<file path="src/rtl/uart_axil_master_pkg.sv">
// Shared types and constants for the UART-command AXI4-Lite initiator.
package uart_axil_master_pkg;

  typedef enum logic [3:0] {
    S_IDLE,
    S_ADDR,
    S_DATA,
    S_CSUM,
    S_WR,
    S_WR_B,
    S_RD,
    S_RD_R,
    S_TX_STATUS,
    S_TX_DATA
  } state_t;

  localparam logic [7:0] OP_WRITE   = 8'h01;
  localparam logic [7:0] OP_READ    = 8'h02;
  localparam logic [7:0] ST_BADOP   = 8'hFD;
  localparam logic [7:0] ST_BADCSUM = 8'hEE;

  localparam logic [1:0] RESP_OKAY   = 2'b00;
  localparam logic [1:0] RESP_SLVERR = 2'b10;
  localparam logic [1:0] RESP_DECERR = 2'b11;

  // Status byte returned to the host for an AXI response code.
  function automatic logic [7:0] resp_status(input logic [1:0] resp);
    return {6'b0, resp};
  endfunction

endpackage

</file>
<file path="src/rtl/uart_axil_master.sv">
// UART byte-stream to AXI4-Lite single-beat initiator with status/data reply.
// Optional frame checksum byte enabled by defining UART_AXIL_MASTER_CSUM_EN.
module uart_axil_master
  import uart_axil_master_pkg::*;
#(
  parameter int AXI_ADDR_WIDTH = 32
) (
  input  logic                      clk_i,
  input  logic                      rst_i,
  input  logic [7:0]                rx_data_i,
  input  logic                      rx_valid_i,
  output logic                      rx_ready_o,
  output logic [7:0]                tx_data_o,
  output logic                      tx_valid_o,
  input  logic                      tx_ready_i,
  output logic [AXI_ADDR_WIDTH-1:0] m_aw_addr_o,
  output logic [2:0]                m_aw_prot_o,
  output logic                      m_aw_valid_o,
  input  logic                      m_aw_ready_i,
  output logic [31:0]               m_w_data_o,
  output logic [3:0]                m_w_strb_o,
  output logic                      m_w_valid_o,
  input  logic                      m_w_ready_i,
  input  logic [1:0]                m_b_resp_i,
  input  logic                      m_b_valid_i,
  output logic                      m_b_ready_o,
  output logic [AXI_ADDR_WIDTH-1:0] m_ar_addr_o,
  output logic [2:0]                m_ar_prot_o,
  output logic                      m_ar_valid_o,
  input  logic                      m_ar_ready_i,
  input  logic [31:0]               m_r_data_i,
  input  logic [1:0]                m_r_resp_i,
  input  logic                      m_r_valid_i,
  output logic                      m_r_ready_o,
  output logic                      busy_o,
  output state_t                    dbg_state_o
);

  localparam int AXI_DATA_WIDTH = 32;

  // Every channel transfers on a rising edge where valid & ready are both high;
  // a raised valid and its payload stay put until that edge, ready may toggle freely.

  state_t                    state_q;
  logic [1:0]                cnt_q;
  logic [31:0]               addr_q;
  logic [AXI_DATA_WIDTH-1:0] data_q;
  logic                      is_write_q;
  logic                      send_data_q;
`ifdef UART_AXIL_MASTER_CSUM_EN
  logic [7:0]                csum_q;
`endif

  logic rx_fire;
  logic frame_last;
  logic launch;
  logic aw_done;
  logic w_done;

  assign rx_fire = rx_valid_i & rx_ready_o;
  assign aw_done = !m_aw_valid_o || m_aw_ready_i;
  assign w_done  = !m_w_valid_o || m_w_ready_i;

  // Last address byte of a read or last data byte of a write.
  always_comb begin
    frame_last = 1'b0;
    case (state_q)
      S_ADDR:  frame_last = rx_fire && (cnt_q == 2'd3) && !is_write_q;
      S_DATA:  frame_last = rx_fire && (cnt_q == 2'd3);
      default: frame_last = 1'b0;
    endcase
  end

`ifdef UART_AXIL_MASTER_CSUM_EN
  assign launch = (state_q == S_CSUM) && rx_fire && (rx_data_i == csum_q);
`else
  assign launch = frame_last;
`endif

  assign m_aw_addr_o = addr_q[AXI_ADDR_WIDTH-1:0];
  assign m_ar_addr_o = addr_q[AXI_ADDR_WIDTH-1:0];
  assign m_aw_prot_o = 3'b000;
  assign m_ar_prot_o = 3'b000;
  assign m_w_data_o  = data_q;
  assign m_w_strb_o  = 4'hF;
  assign dbg_state_o = state_q;

  always_ff @(posedge clk_i or posedge rst_i) begin
    if (rst_i) begin
      state_q      <= S_IDLE;
      cnt_q        <= 2'd0;
      addr_q       <= '0;
      data_q       <= '0;
      is_write_q   <= 1'b0;
      send_data_q  <= 1'b0;
`ifdef UART_AXIL_MASTER_CSUM_EN
      csum_q       <= 8'h00;
`endif
      rx_ready_o   <= 1'b0;
      tx_data_o    <= 8'h00;
      tx_valid_o   <= 1'b0;
      m_aw_valid_o <= 1'b0;
      m_w_valid_o  <= 1'b0;
      m_b_ready_o  <= 1'b0;
      m_ar_valid_o <= 1'b0;
      m_r_ready_o  <= 1'b0;
      busy_o       <= 1'b0;
    end else begin
      case (state_q)
        S_IDLE: begin
          if (rx_fire) begin
            busy_o <= 1'b1;
`ifdef UART_AXIL_MASTER_CSUM_EN
            csum_q <= rx_data_i;
`endif
            if (rx_data_i == OP_WRITE || rx_data_i == OP_READ) begin
              is_write_q <= (rx_data_i == OP_WRITE);
              cnt_q      <= 2'd0;
              state_q    <= S_ADDR;
            end else begin
              rx_ready_o  <= 1'b0;
              tx_data_o   <= ST_BADOP;
              tx_valid_o  <= 1'b1;
              send_data_q <= 1'b0;
              state_q     <= S_TX_STATUS;
            end
          end else begin
            rx_ready_o <= 1'b1;
          end
        end
        S_ADDR: begin
          if (rx_fire) begin
            addr_q <= {addr_q[23:0], rx_data_i};
            cnt_q  <= cnt_q + 2'd1;
`ifdef UART_AXIL_MASTER_CSUM_EN
            csum_q <= csum_q ^ rx_data_i;
`endif
            if (cnt_q == 2'd3 && is_write_q) state_q <= S_DATA;
          end
        end
        S_DATA: begin
          if (rx_fire) begin
            data_q <= {data_q[23:0], rx_data_i};
            cnt_q  <= cnt_q + 2'd1;
`ifdef UART_AXIL_MASTER_CSUM_EN
            csum_q <= csum_q ^ rx_data_i;
`endif
          end
        end
`ifdef UART_AXIL_MASTER_CSUM_EN
        S_CSUM: begin
          if (rx_fire && rx_data_i != csum_q) begin
            rx_ready_o  <= 1'b0;
            tx_data_o   <= ST_BADCSUM;
            tx_valid_o  <= 1'b1;
            send_data_q <= 1'b0;
            state_q     <= S_TX_STATUS;
          end
        end
`endif
        S_WR: begin
          // AW and W retire independently; B is requested once both are gone.
          if (m_aw_ready_i) m_aw_valid_o <= 1'b0;
          if (m_w_ready_i)  m_w_valid_o  <= 1'b0;
          if (aw_done && w_done) begin
            m_b_ready_o <= 1'b1;
            state_q     <= S_WR_B;
          end
        end
        S_WR_B: begin
          if (m_b_valid_i) begin
            m_b_ready_o <= 1'b0;
            tx_data_o   <= resp_status(m_b_resp_i);
            tx_valid_o  <= 1'b1;
            send_data_q <= 1'b0;
            state_q     <= S_TX_STATUS;
          end
        end
        S_RD: begin
          if (m_ar_ready_i) begin
            m_ar_valid_o <= 1'b0;
            m_r_ready_o  <= 1'b1;
            state_q      <= S_RD_R;
          end
        end
        S_RD_R: begin
          if (m_r_valid_i) begin
            m_r_ready_o <= 1'b0;
            data_q      <= m_r_data_i;
            tx_data_o   <= resp_status(m_r_resp_i);
            tx_valid_o  <= 1'b1;
            send_data_q <= 1'b1;
            state_q     <= S_TX_STATUS;
          end
        end
        S_TX_STATUS: begin
          if (tx_ready_i) begin
            if (send_data_q) begin
              tx_data_o <= data_q[31:24];
              data_q    <= {data_q[23:0], 8'h00};
              cnt_q     <= 2'd0;
              state_q   <= S_TX_DATA;
            end else begin
              tx_valid_o <= 1'b0;
              rx_ready_o <= 1'b1;
              busy_o     <= 1'b0;
              state_q    <= S_IDLE;
            end
          end
        end
        S_TX_DATA: begin
          if (tx_ready_i) begin
            if (cnt_q == 2'd3) begin
              tx_valid_o <= 1'b0;
              rx_ready_o <= 1'b1;
              busy_o     <= 1'b0;
              state_q    <= S_IDLE;
            end else begin
              tx_data_o <= data_q[31:24];
              data_q    <= {data_q[23:0], 8'h00};
              cnt_q     <= cnt_q + 2'd1;
            end
          end
        end
        default: state_q <= S_IDLE;
      endcase

`ifdef UART_AXIL_MASTER_CSUM_EN
      if (frame_last) state_q <= S_CSUM;
`endif
      // Frame complete: raise the AXI request the very next cycle.
      if (launch) begin
        rx_ready_o <= 1'b0;
        if (is_write_q) begin
          m_aw_valid_o <= 1'b1;
          m_w_valid_o  <= 1'b1;
          state_q      <= S_WR;
        end else begin
          m_ar_valid_o <= 1'b1;
          state_q      <= S_RD;
        end
      end
    end
  end

endmodule
</file>
<file path="config.mk">
export PLATFORM = sky130hd
export DESIGN_NAME = uart_axil_master
export DESIGN_NICKNAME = d
export VERILOG_FILES = /design/src/rtl/uart_axil_master_pkg.sv /design/src/rtl/uart_axil_master.sv
export SDC_FILE = /design/constraint.sdc
export NUM_CORES = 1
export LEC_CHECK = 0
export BUFFER_PORTS_ARGS = -buffer_cell sky130_fd_sc_hd__buf_2
export CORE_UTILIZATION = 40
export CTS_CLUSTER_DIAMETER = 150
export CTS_CLUSTER_SIZE = 25
export DETAILED_ROUTE_END_ITERATION = 8
export PLACE_DENSITY = 0.7
export SETUP_SLACK_MARGIN = 0.05
export SLEW_MARGIN = 20
export SYNTH_ARGS = -nofsm -noshare
export SYNTH_HDL_FRONTEND = slang
export SYNTH_SLANG_ARGS = --single-unit
export TNS_END_PERCENT = 50
</file>
<file path="constraint.sdc">
create_clock -name clk_i -period 2.9 [get_ports clk_i]
set_input_delay 0.58 -clock clk_i [delete_from_list [all_inputs] [get_ports clk_i]]
set_output_delay 0.58 -clock clk_i [all_outputs]
set_load 0.01 [all_outputs]
</file>
==> results of run 1 <==
-- state kept, by name, summed over array words and instances (netlist names), 2 cells and up --
| register | flops |
|---|---|
| cnt_q | 2 |
| dbg_state_o | 4 |
| m_ar_addr_o | 32 |
| m_w_data_o | 32 |
| tx_data_o | 8 |
-- cells in the final DEF, fill, tap and decap left out, types with 2 or more instances in the layout --
cell type   count
a21o_1          2
a21oi_1        15
a22oi_1         9
a31oi_1        18
a31oi_2        10
and3_1          3
and3b_1         2
buf_12          2
buf_2         168
buf_4           6
clkbuf_16       9
clkinvlp_4      4
conb_1         10
dfrtp_1        88
inv_1           4
mux2_2         34
nand2_1        74
nand2b_1        5
nand3_1         3
nand4_1         2
nand4b_1        2
nor2_1         35
nor2_2         11
nor2b_1         5
nor3_1          2
nor3b_1         2
o21ai_0        23
o21ai_1         6
o22ai_1         3
-- per-stage QoR --
stage / instances / hold slack, ns / total power, uW / setup WS (ns)
after global routing: 727 / 0.394 / 3980 / 0.295
after floorplan: 462 / 0.485 / 2290 / 0.938
final: 727 / 0.331 / 3740 / 0.557
after global placement: 711 / 0.454 / 2640 / 0.627
after detailed placement: 711 / 0.462 / 2680 / 0.505
after CTS: 727 / 0.380 / 3790 / 0.589
-- how the worst min path moves through the flow --
stage                      start            to  slack, ns  depth (start not counted)
finish                     rst_i   m_w_valid_o       0.33                          3
global route               rst_i   m_w_valid_o       0.39                          3
CTS                        rst_i  m_aw_valid_o       0.38                          3
detailed placement  tx_data_o[0]  tx_data_o[0]       0.46                          1
global placement      tx_valid_o    tx_valid_o       0.45                          2
floorplan               cnt_q[1]      cnt_q[1]       0.48                          1
-- where the power goes --
| group | internal [uW] | switching (uW) |
|---|---|---|
| combinational | 442 | 586 |
| sequential | 1430 | 188 |
| clock | 589 | 510 |
-- worst register-to-register path, delay by kind of cell (launching register included) --
kind / cells / cell delay (ns)
compound gates: 4 / 1.29
flops: 1 / 0.80
simple gates: 1 / 0.14
-- routing by layer --
metal / routed length [microns] / share of wire [%] / global-route usage, % / vias to the layer above
met1: 4910 / 44 / 27.0 / 1778
li1: - / - / - / 1787
met4: 193 / 1.7 / 6.95 / 0
met3: 747 / 6.7 / 5.08 / 20
met5: 0 / 0 / 0 / -
met2: 5370 / 48 / 30.3 / 127
-- logic make-up (layout without fill, tap and decap cells) --
family	after synthesis	in the layout	synth area share, %
other cells	2	10	0.164
flops	88	88	48.1
mux	35	35	8.57
compound gates	100	100	15.5
fa+ha+maj	1	1	0.273
simple gates	154	154	16.2
xor+xnor	2	2	0.382
buf+inv	72	197	10.8
-- final cells by class --
class / count / share of cell area, %
Tap cell: 140 / 3.17
Inverter: 5 / 0.408
Timing Repair Buffer: 176 / 16.8
Multi-Input combinational cell: 302 / 34.7
Clock inverter: 7 / 1.02
Sequential cell: 88 / 39.9
Clock buffer: 9 / 4.08
==> results_dict.tcl, run 1 <==
set metrics [dict create \
    grt_pass1_vias 3453 \
    synthDistinctLibCells 55 \
    slew_violations 0 \
    final-seq-area_sq_um 2200 \
    synth-main-ff-cell "dfrtp_1" \
    worst-path-buf-inv 0 \
    num_antenna_cells 0 \
    post-route-drc-count 0 \
    dr.pass1.iters 4 \
    synth_area_per_cell_sq_um 10.1 \
    core_sq_um 11000 \
    hp-class "in -> async" \
    first_iter_violations 226 \
    port-buffer-count 168 \
    critical_path_required_ns 3.13 \
    drv_cap 0 \
    rsz0062_at_grt "no" \
    clock-root-buffer "clkbuf_16" \
    max_freq_ghz 0.427 \
    setup_violations 0 \
    r2r_cells 5 \
    synth_cells 454 \
    viasPerCell 5.11 \
    post_cts_buffers 0 \
    final_area_sq_um 5520 \
    period_share_pct 80.8 \
    die_area_sq_um 11900 \
    clock_path_buffers 2 \
    cp_num_cells 5 \
    leakage_uw 0.00288 \
    fillerInstances 1054 \
    grt_overflow_total 0 \
    synth_seq_cells 88 \
    fin_skew_ns 0.00831 \
    rows 38 \
    synth.largest_area_cell "dfrtp_1" \
    hpwl_microns 8130 \
    grt_use_total_pct 19.8 \
    syn_to_final_growth_pct 20.5 \
    place.gp.congestion 0.884 \
    grt_max_degree 89 \
    arrival_ns 2.57 \
    setup.worst_path.end "tx_data_o[0]" \
    finalHoldViolations 0 \
    async_reset_ff_share_pct 100 \
    nets 636 \
    synth.most_common_cell "dfrtp_1" \
    netlist_area_sq_um 4580 \
    synthTopCellsByCount "88 x dfrtp_1, 74 x nand2_1, 48 x buf_4" \
    cp-start-kind "flip-flop" \
    postPlaceCellArea_sq_um 5240 \
    relSlewSlack_pct 36.4 \
    multi_input_area_sq_um 1910 \
    worstPathCellList "nand2_1 > o2111a_1 > o311ai_2 > a21oi_1 > a21o_1" \
    die_y_microns 109 \
    tightest_slew_ns 0.953 \
    crit_path_top_delay_cell "dfrtp_1" \
    cts_resized 0 \
    start_util_pct 41.7 \
    h-tree-depth 3 \
    yosysSeqAreaShare_pct 48.1 \
    clk_latency_ns 0.34 \
    cts_made_buffers 9 \
    cellPowerDensity_nw_per_um2 678 \
    path_max_fanout 23 \
    r2r-start "dbg_state_o[0]" \
    end_kind "flip-flop" \
    fin_crit_ns 2.34 \
    startpoint "dbg_state_o[0]" \
    cts.sinks 88 \
    grt_pass1_wl_microns 18100 \
    vdd_ir_drop_max_v 0.000335 \
    tns_ns 0 \
    tritoncts "built" \
    vias 3712 \
    slowest_delay_ns 0.80 \
    ant_nets 0 \
    clkTransAtPathRegs_ns 0.07 \
    wire_per_inst_microns 15.4 \
    fp.dieW_microns 109 \
    status "completed" \
    hold_buffers 0 \
    synth_area_leaders "dfrtp_1 48%, mux2_2 8.4%, buf_4 7.9%" \
    drive_gt1_share_pct 44.1 \
    ioPinCount 179 \
    path_class "reg -> reg" \
    synth_edf_count 0 \
    synthDominantCellAreaShare_pct 48.1 \
    reg2reg_slack_ns 0.56 \
    final_util_pct 50.3 \
    yosys_warnings 0 \
    critical-path-top-delay-family "compound AO/OA/AOI/OAI gates" \
    finalWirelength_microns 11200 \
    regToRegEndpoint "tx_data_o[0]" \
    antenna_found_initial 0 \
]
(Power assumes the default switching activity.)
==> inputs of run 2 (changes only) <==
==> constraint.sdc (replaced) <==
create_clock -name clk_i -period 2 [get_ports clk_i]
set_input_delay 0.4 -clock clk_i [delete_from_list [all_inputs] [get_ports clk_i]]
set_output_delay 0.4 -clock clk_i [all_outputs]
set_load 0.01 [all_outputs]
==> run 2 against run 1 <==
Against the previous run: combinational power is 76% higher; global-route usage is 0.83 points higher; fmax rose by 20%; non-clock buffer count grew 24; largest cell class unchanged; highest routed layer unchanged.
==> results_dict.tcl, run 2 (same netlist as run 1, synthesis figures left out) <==
set metrics [dict create \
    cellPowerDensity_nw_per_um2 1010 \
    total_power_uw 5890 \
    end_kind "flip-flop" \
    path_class "reg -> reg" \
    grt_pass1_wl_microns 18900 \
    pwr-share-clk_pct 29.7 \
    path_max_fanout 8 \
    h-tree-depth 3 \
    viasPerCell 5.12 \
    die_y_microns 109 \
    period_share_pct 97.5 \
    ioPinCount 179 \
    ant_nets 0 \
    cts.sinks 88 \
    clock_path_buffers 2 \
    met2WireLength_microns 5850 \
    antenna_found_initial 0 \
    drive_gt1_share_pct 47.3 \
    leakage_uw 0.00306 \
    place.gp.congestion 0.853 \
    p_switching_uw 1970 \
    p_int_uw 3920 \
    die_area_sq_um 11900 \
    nets 660 \
    hold_slack_ns 0.199 \
    wire_per_inst_microns 15.9 \
    post-route-drc-count 0 \
    setup_ws_ns 0.0510 \
    hp-class "in -> async" \
    combPwrFrac_pct 30.7 \
    clock-root-buffer "clkbuf_16" \
    clkTransAtPathRegs_ns 0.07 \
    hpwl_microns 8780 \
    finalHoldViolations 0 \
    postPlaceCellArea_sq_um 5430 \
    grt_use_total_pct 20.6 \
    met1_length_microns 5330 \
    final_common_cell "buf_2" \
    arrival_ns 2.18 \
    met3WireLength_microns 731 \
    port-buffer-count 168 \
    syn_to_final_growth_pct 27.6 \
    start_util_pct 41.7 \
    final_cell_mix "168 x buf_2, 86 x dfrtp_1, 73 x nand2_1" \
    finalWirelength_microns 12000 \
    setup_violations 0 \
    pre_cts_ws_ns -0.0908 \
    rsz0062_at_grt "yes" \
    grt_max_degree 89 \
    vdd_ir_drop_max_v 0.000502 \
    clk_latency_ns 0.34 \
    fin_crit_ns 1.95 \
    vias 3847 \
    switching_share_pct 33.5 \
    drv_cap 0 \
    seqPwrFrac_pct 39.5 \
    first_iter_violations 270 \
    tritoncts "built" \
    dr.pass1.iters 4 \
    grt_pass1_vias 3645 \
    critical_path_required_ns 2.23 \
    fp.dieW_microns 109 \
    max_freq_ghz 0.513 \
    cts_made_buffers 9 \
    cp-start-kind "flip-flop" \
    final_area_sq_um 5840 \
    core_sq_um 11000 \
    fin_skew_ns 0.00866 \
    top_layer "met4" \
    rows 38 \
    slew_violations 0 \
    grt_overflow_total 0 \
    status "completed" \
]
==> run 2: cell count changes in the layout (fill, tap and decap cells not counted), sizes merged <==
cell,delta
clkinvlp,-2
clkbuf,+1
buf,+23
bufinv,+1
inv,+2
clkinv,-1
diode,+1
==> run 2: power by group through the flow <==
stage	clock [uW]	sequential [uW]	combinational, uW
finish	1750	2330	1810
global route	1860	2380	2000
CTS	1780	2330	1720
detailed placement	0	2360	1650
global placement	0	2350	1610
floorplan	0	2440	884
==> run 2: cell type report <==
cell class                      count  area [sq um]
Timing Repair Buffer              200          1180
Clock buffer                        9           225
Antenna cell                        1          2.50
Multi-Input combinational cell    302          1950
Tap cell                          140           175
Sequential cell                    88          2200
Inverter                            5          22.5
Clock inverter                      7          83.8
Fill cell                         987          5140
==> run 2: per-stage QoR <==
stage          setup TNS [ns]  util (%)  std cells
2_1_floorplan               0         -        462
3_3_place_gp                0      49.5        730
3_5_place_dp           -0.168      49.5        730
4_1_cts                     0      52.5        748
5_1_grt                     0      53.2        751
6_report                    0      53.2        752
==> run 2: metal layers <==
metal	global-route usage, %	up-vias
li1	-	1837
met1	28.1	1867
met2	33.5	137
met3	4.60	6
met4	4.34	0
met5	0	-
==> run 2: critical path, stage by stage, from the launching register on <==
cell      delay (ns)
dfrtp_2         0.47
buf_6           0.15
and3b_1         0.27
a22oi_2         0.34
o311ai_4        0.22
buf_12          0.18
o21ai_0         0.21
==> run 2: timing repair <==
action | CTS | global route
pin swaps | 1 | 5
hold buffers | 0 | 0
setup buffers | 2 | 2
cloned | 0 | 1
resized for setup | 1 | 11
endpoints found under the setup margin | 2 | 39
==> run 2: worst paths after layout <==
path | startpoint | slack [ns] | cells past startpoint | to
min | rst_i | 0.20 | 3 | m_r_ready_o
min in group clk_i | m_r_data_i[21] | 0.31 | 3 | m_w_data_o[21]
min reg2reg | tx_data_o[3] | 0.48 | 2 | tx_data_o[3]
max in group asynchronous | rst_i | 1.42 | 3 | dbg_state_o[0]
max | dbg_state_o[0] | 0.05 | 6 | tx_data_o[7]
max reg2reg | dbg_state_o[0] | 0.05 | 6 | tx_data_o[7]
